[config.mk]
export PLATFORM = sky130hd
export DESIGN_NAME = seg7_scanner
export DESIGN_NICKNAME = d
export VERILOG_FILES = /design/src/rtl/seg7_pkg.sv /design/src/rtl/seg7_refresh_div.sv /design/src/rtl/seg7_scanner.sv
export SDC_FILE = /design/constraint.sdc
export NUM_CORES = 1
export LEC_CHECK = 0
export BUFFER_PORTS_ARGS = -buffer_cell sky130_fd_sc_hd__buf_2
export CORE_MARGIN = 8
export CORE_UTILIZATION = 35
export CTS_BUF_LIST = sky130_fd_sc_hd__clkbuf_2 sky130_fd_sc_hd__clkbuf_4 sky130_fd_sc_hd__clkbuf_8
export DETAILED_ROUTE_END_ITERATION = 8
export GPL_ROUTABILITY_DRIVEN = 0
export PLACE_DENSITY = 0.54
export SLEW_MARGIN = 15
export SYNTH_ARGS = -nofsm -noshare
export SYNTH_HDL_FRONTEND = slang
export SYNTH_HIERARCHICAL = 1
export SYNTH_SLANG_ARGS = --single-unit
[constraint.sdc]
create_clock -name CLK -period 3.1 [get_ports CLK]
set_input_delay 0.31 -clock CLK [delete_from_list [all_inputs] [get_ports CLK]]
set_output_delay 0.31 -clock CLK [all_outputs]
set_load 0.02 [all_outputs]
[src/rtl/seg7_pkg.sv]
// Shared types and sizes for the 4-digit 7-segment display path.
// Digit 0 is the rightmost digit and occupies the lowest nibble of a display word.
package seg7_pkg;

  localparam int DIGITS   = 4;
  localparam int NIBBLE_W = 4;

  typedef logic [1:0]                 digit_idx_t;
  typedef logic [DIGITS*NIBBLE_W-1:0] disp_word_t;
  typedef logic [DIGITS-1:0]          dots_t;

  // Extracts the nibble that belongs to one digit of a display word.
  function automatic logic [NIBBLE_W-1:0] digit_nibble(input disp_word_t word,
                                                       input digit_idx_t idx);
    return word[NIBBLE_W*idx +: NIBBLE_W];
  endfunction

endpackage

[src/rtl/seg7_refresh_div.sv]
// Free-running divider that emits a one-cycle tick every REFRESH_DIV clocks.
// A value of 1 gives a tick on every cycle.
module seg7_refresh_div #(
  parameter int REFRESH_DIV = 100000,
  parameter int CNT_W       = $clog2(REFRESH_DIV + 1)
) (
  input  logic clk,
  input  logic rst_n,
  output logic tick
);

  localparam logic [CNT_W-1:0] LAST = CNT_W'(REFRESH_DIV - 1);

  logic [CNT_W-1:0] count;

  assign tick = (count == LAST);

  always_ff @(posedge clk or negedge rst_n) begin
    if (!rst_n) begin
      count <= '0;
    end else if (tick) begin
      count <= '0;
    end else begin
      count <= count + 1'b1;
    end
  end

endmodule

[src/rtl/seg7_scanner.sv]
// Time-multiplexed scan of a 4-digit display word, with new words committed
// only on frame boundaries so a frame never mixes old and new digits.
module seg7_scanner
  import seg7_pkg::*;
#(
  parameter int REFRESH_DIV = 100000,
  parameter int CNT_W       = $clog2(REFRESH_DIV + 1)
) (
  input  logic        CLK,
  input  logic        RESET,
  input  logic        LOAD,
  input  logic [15:0] DATA_IN,
  input  logic [3:0]  DOTS_IN,
  input  logic        BLANK,
  output logic [1:0]  SEG_SELECT,
  output logic [3:0]  BIN_OUT,
  output logic        DOT_OUT,
  output logic        PENDING,
  output logic        FRAME_DONE
);

  logic       tick;
  logic       frame_end;
  digit_idx_t idx;
  disp_word_t active_word;
  disp_word_t pending_word;
  dots_t      active_dots;
  dots_t      pending_dots;
  logic       pending_valid;

  seg7_refresh_div #(
    .REFRESH_DIV (REFRESH_DIV),
    .CNT_W       (CNT_W)
  ) u_div (
    .clk   (CLK),
    .rst_n (RESET),
    .tick  (tick)
  );

  assign frame_end = tick && (idx == digit_idx_t'(DIGITS - 1));
  assign PENDING   = pending_valid;

  always_ff @(posedge CLK or negedge RESET) begin
    if (!RESET) begin
      idx <= '0;
    end else if (tick) begin
      idx <= idx + 1'b1;
    end
  end

  // Commit uses the pending contents from before this edge, so a LOAD landing
  // on the boundary itself is held over to the following frame.
  always_ff @(posedge CLK or negedge RESET) begin
    if (!RESET) begin
      active_word   <= '0;
      active_dots   <= '0;
      pending_word  <= '0;
      pending_dots  <= '0;
      pending_valid <= 1'b0;
      FRAME_DONE    <= 1'b0;
    end else begin
      FRAME_DONE <= frame_end;
      if (frame_end && pending_valid) begin
        active_word <= pending_word;
        active_dots <= pending_dots;
      end
      if (LOAD) begin
        pending_word  <= DATA_IN;
        pending_dots  <= DOTS_IN;
        pending_valid <= 1'b1;
      end else if (frame_end) begin
        pending_valid <= 1'b0;
      end
    end
  end

  always_ff @(posedge CLK or negedge RESET) begin
    if (!RESET) begin
      SEG_SELECT <= '0;
      BIN_OUT    <= '0;
      DOT_OUT    <= 1'b0;
    end else begin
      SEG_SELECT <= idx;
      BIN_OUT    <= BLANK ? 4'h0 : digit_nibble(active_word, idx);
      DOT_OUT    <= BLANK ? 1'b0 : active_dots[idx];
    end
  end

endmodule
Word level (Yosys, flattened, before mapping)
Index checks and enable logic that the tools add are counted.

Bits in registers: 68. Input port bits: 24. Output and inout bits: 9. Logic and storage cells: 27.

Add/subtract/negate cells: 2. Order comparisons: 1. Eq/ne operators: 2. Shift operators: 1. Muxes and demuxes: 7. Reduce and logical (&&, ||, !) cells: 3.

Operators with widths (number): adder 17 x 1 -> 17 bit, second input constant (1); equality test 17 bit, second input constant (1); two-way mux 17 bit (1); variable part select 16 x 5 -> 4 bit (1); two-way mux 1 bit (4); two-way mux 4 bit (1); less-than comparator 2 x 3 -> 1 bit, second input constant (1); adder 2 x 1 -> 2 bit, second input constant (1); binary-select mux 1 bit (select 2 bit) (1); equality test 2 bit, second input constant (1); logical AND 1 bit (2); nonzero test 2 bit (1).

Logic depth before layout (Yosys ltp)
Depth after elaboration: 4. Depth in mapped cells: 7. Mapped depth without buffers: 6.

Cells and area by module
The synthesis kept the hierarchy.

Modules (own cells, without submodules): seg7_scanner (instances 1, cells each 120, area each 2043.2 um^2, seq. area each 1276.2 um^2); seg7_refresh_div (instances 1, cells each 74, area each 793.3 um^2, seq. area each 425.4 um^2).

Worst setup path after synthesis
Ideal clock, no wire load.

Path kind: register to register. From: reg u_div.count[11]. To: reg active_dots[0]. Library setup time: 0.125 ns. Data arrival time: 2.429 ns. Data required time: 2.975 ns. Path slack: 0.546 ns. Stages on the path, launching flop included: 7. Path buffers: 1. Clock period less this slack: 2.554 ns. Path through: dfrtp_1 > or4_1 > or4_4 > nor4_4 > nand3_2 > buf_6 > mux2_4.

Cells in the longest elaborated chain, start to end: 3.

Ends and longest elaborated chain: start: declaration (RTL line seg7_refresh_div.sv:14) `logic [CNT_W-1:0] count;`; start signal: assignment (RTL line seg7_refresh_div.sv:24) `count <= count + 1'b1;`; equality test 17 bit (RTL line seg7_refresh_div.sv:16) `assign tick = (count == LAST);`; net tick (RTL line seg7_scanner.sv:22) `logic tick;`; logical AND 1 bit (RTL line seg7_scanner.sv:40) `assign frame_end = tick && (idx == digit_idx_t'(DIGITS - 1));`; logical AND 1 bit (RTL line seg7_scanner.sv:63) `if (frame_end && pending_valid) begin`; end signal: assignment (RTL line seg7_scanner.sv:65) `active_dots <= pending_dots;`; end: declaration (RTL line seg7_scanner.sv:27) `dots_t active_dots;`.

The timed path passes the listed nets, and every way through them passes these cells. A chain may end at the register's enable or synchronous reset.

Worst setup path in the final report
From: reg u_div.count[11]. To: reg active_word[4].

Cells in the longest elaborated chain, start to end: 3.

Ends and longest elaborated chain: equality test 17 bit (RTL line seg7_refresh_div.sv:16); net tick (RTL line seg7_scanner.sv:22); logical AND 1 bit (RTL line seg7_scanner.sv:40); logical AND 1 bit (RTL line seg7_scanner.sv:63); end signal: assignment (RTL line seg7_scanner.sv:64) `active_word <= pending_word;`; end: declaration (RTL line seg7_scanner.sv:25) `disp_word_t active_word;`.

The timed path passes the listed nets, and every way through them passes these cells.

==> results.md <==
- # diodes: 0
- Total number of vias: 1576
- Rows: 33
- Avg Cell Area, Syn: 14.6 um^2
- CTS H-tree lvls: 3
- Setup ws final: slightly below 700 ps
- Outcome: finished clean
- Post-Layout Cell Count: 344
- Relative slew slack: a little over two fifths
- Final HPWL DP: ~3300 um
- Clock share of power: 50.8%
- Sequential cell area fraction in the yosys report: between 50% and 60%
- Count of max-cap constraint violations: 0
- Synth area leader: dfrtp_1
- Maximum number of pins on one net before global-route repair: 69
- Routed vias/inst: 4.58
- Per-cell routed wire length: ~14 um
- # fillers: between 700 and 800
- Final core utilization: 42.1%
- Synth area leaders: dfrtp_1 (60%), mux2_4 (11%), mux2_2 (8.3%)
- Crit Path Max Fanout: 20
- R2R Setup Slk: 690 ps
- Worst reg-to-reg path cell count: 6
- Post_cts resized: 0
- Vias in the first global route: 1670
- Leak Pwr: 1.61 nW
- Maximum vdd drop: 0.304 mV
- Top FF cell, synth: dfrtp_1
- Die H: 106 um
- Min Tclk post-route: between 2000 and 2500 ps
- Area Growth Syn to Fin: 19.6%
- Clk buf depth: 2
- Most frequent cell after synthesis: dfrtp_1
- Initial drt markers: 52
- Seq pwr share: 45.9%
- Final wirelength: roughly 4800 um
- Worst Path Required: 3320 ps
- Worst-skew pair later-pin latency: ~330 ps
- Net Count, Synth: 220
- Cell-internal power: 1.64 mW
- Yosys cell types: 31
- Minimum hold slack: 147 ps
- Pwr dens: 595 nW/um^2
- First-pass GRT wire length: 8200 um
- Drt pass-1 iters: 4
- Switch Pwr: 376 uW
- PortBufs: 32
- Dpl ws: ~700 ps
- Worst-path cell chain: or4_1 -> or4_4 -> nor4_4 -> nand3_2 -> buf_4 -> mux2_4
- CTS Buf Count: 9
- Number of flops mapped to enable cells by yosys: 0
- Drt drc: 0
- Final setup viols: 0
- Mapped cell area: 2840 um^2
- Max-slew violation count: 0
- CP arrival: 2630 ps
- Gr usage total: 9.34%
- Starting Density: 35.2%
- Yosys reg bits: between 60 and 70
- Setup TNS: 0 ps
- Setup CP Type: flip-flop to flip-flop
- Period utilisation layout: approximately 78%
- DRT antenna net count: 0
- Layout Skew: 8.02 ps
- Synth top area share: 60.0%
- Core ar.: 8050 um^2
- Worst-Margin Slew: 844 ps
- Async set-reset flop share out of synthesis: 100%
- Layout cells sized above 1: 40.2%
- Overflow after GRT: 0
- Post-Synthesis Cells: a little under 200
- I/O Pins: 33
- Slowest CP cell: or4_1
- Max incr delay on CP: 540 ps
- Clk sinks: 68
- Logic pwr share: 3.3%
- Worst Setup SP: u_div/count[11]$_DFF_PN0_
- NumNets Final: 260
- RSZ-0062 raised after global routing: false
- Synth warnings: 6
- Sw frac: 18.6%
- Clk root buf: clkbuf_8
- CTS tree: built
- Placed cell area: 3110 um^2
- Die area: 11200 um^2
- Peak Freq: 0.414 GHz
- Dpl cells: 328
- Die Wd: about 110 um
- Setup crit start kind: flip-flop
- Overall power: 2.02 mW
- Reg clk slew, reported paths: 80 ps
- Hold_buf cts: 0
- Fin area: between 3000 and 4000 um^2
- Crit end category: flip-flop
- Postcts setup bufs: 0
- Initial antenna violation count: 0
- Fin. Hold Viols: 0
- Post-synth top cells: dfrtp_1 (68), mux2_2 (21), mux2_4 (20), mux2i_1 (10)
- Hold crit path type: input port to asynchronous set/reset pin
- Worst flop-to-flop path startpoint: u_div/count[11]$_DFF_PN0_
-- cells in the final DEF (no fill, tap or decap), drive strengths merged, types with 2 or more instances in the layout --
cell	count
and4	2
buf	35
bufinv	5
clkbuf	9
dfrtp	68
ha	2
inv	2
mux2	41
mux2i	10
nand2	9
nand3	5
nand4	4
nor2	9
nor3	4
nor4	2
o22ai	5
or4	3
xnor2	9
xor2	6
-- path summary, 6_finish.rpt --
check	endpoint
max	active_word[4]$_DFFE_PN0P_
min	u_div/count[13]$_DFF_PN0_
max reg2reg	active_word[4]$_DFFE_PN0P_
min reg2reg	u_div/count[0]$_DFF_PN0_
max in group asynchronous	pending_dots[2]$_DFFE_PN0P_
min in group CLK	pending_word[7]$_DFFE_PN0P_
-- critical path: cells and delay by family (launching register included) --
family | cells | cell delay, ps
muxes | 1 | 340
buffers and inverters | 1 | 260
and+or+nand+nor | 4 | 1270
DFF | 1 | 430
-- cell type report --
type | count | area, um^2 | area share, %
flip-flops and latches | 68 | 1700 | 50.1
multi-input cells | 118 | 1080 | 31.9
repair buffers | 35 | 183 | 5.38
clock inverters | 7 | 163 | 4.79
well taps | 105 | 131 | 3.87
clock buffers | 9 | 124 | 3.65
inverters | 2 | 7.51 | 0.221
-- logic make-up (layout without fill, tap and decap cells) --
| group | after synthesis | in the layout | synth area share, % |
|---|---|---|---|
| AO/OA/AOI/OAI | 8 | 8 | 1.81 |
| buffers and inverters | 8 | 53 | 1.81 |
| AND/OR/NAND/NOR | 42 | 42 | 8.43 |
| adder cells (fa/ha/maj) | 2 | 2 | 0.882 |
| flip-flops | 68 | 68 | 60.0 |
| multiplexers | 51 | 51 | 22.5 |
| XOR/XNOR | 15 | 15 | 4.63 |
-- layer usage --
layer  share of wire [%]  vias up  track usage, %  wire length (um)
met2                  45       26            13.5              2180
met1                  48      773            11.8              2330
li1                    -      768               -                 -
met4                 1.5        0            4.22                72
met3                 4.6        9            4.11               221
met5                   0        -               0                 0
-- flip-flops by register name, summed over array words and instances, names as in the netlist --
register / cells
PENDING: 1
active_word: 16
FRAME_DONE: 1
u_div/count: 17
idx: 2
SEG_SELECT: 2
pending_word: 16
active_dots: 4
pending_dots: 4
BIN_OUT: 4
DOT_OUT: 1
-- power by group through the flow --
| stage | clock, mW | combinational, mW | sequential [mW] |
|---|---|---|---|
| detailed placement | 0 | 0.0695 | 0.945 |
| floorplan | 0 | 0.0337 | 0.939 |
| global placement | 0 | 0.0684 | 0.944 |
| finish | 1.03 | 0.0669 | 0.927 |
| CTS | 1.05 | 0.0697 | 0.927 |
| global route | 1.10 | 0.0757 | 0.930 |
Power figures use the tool's default switching activity.
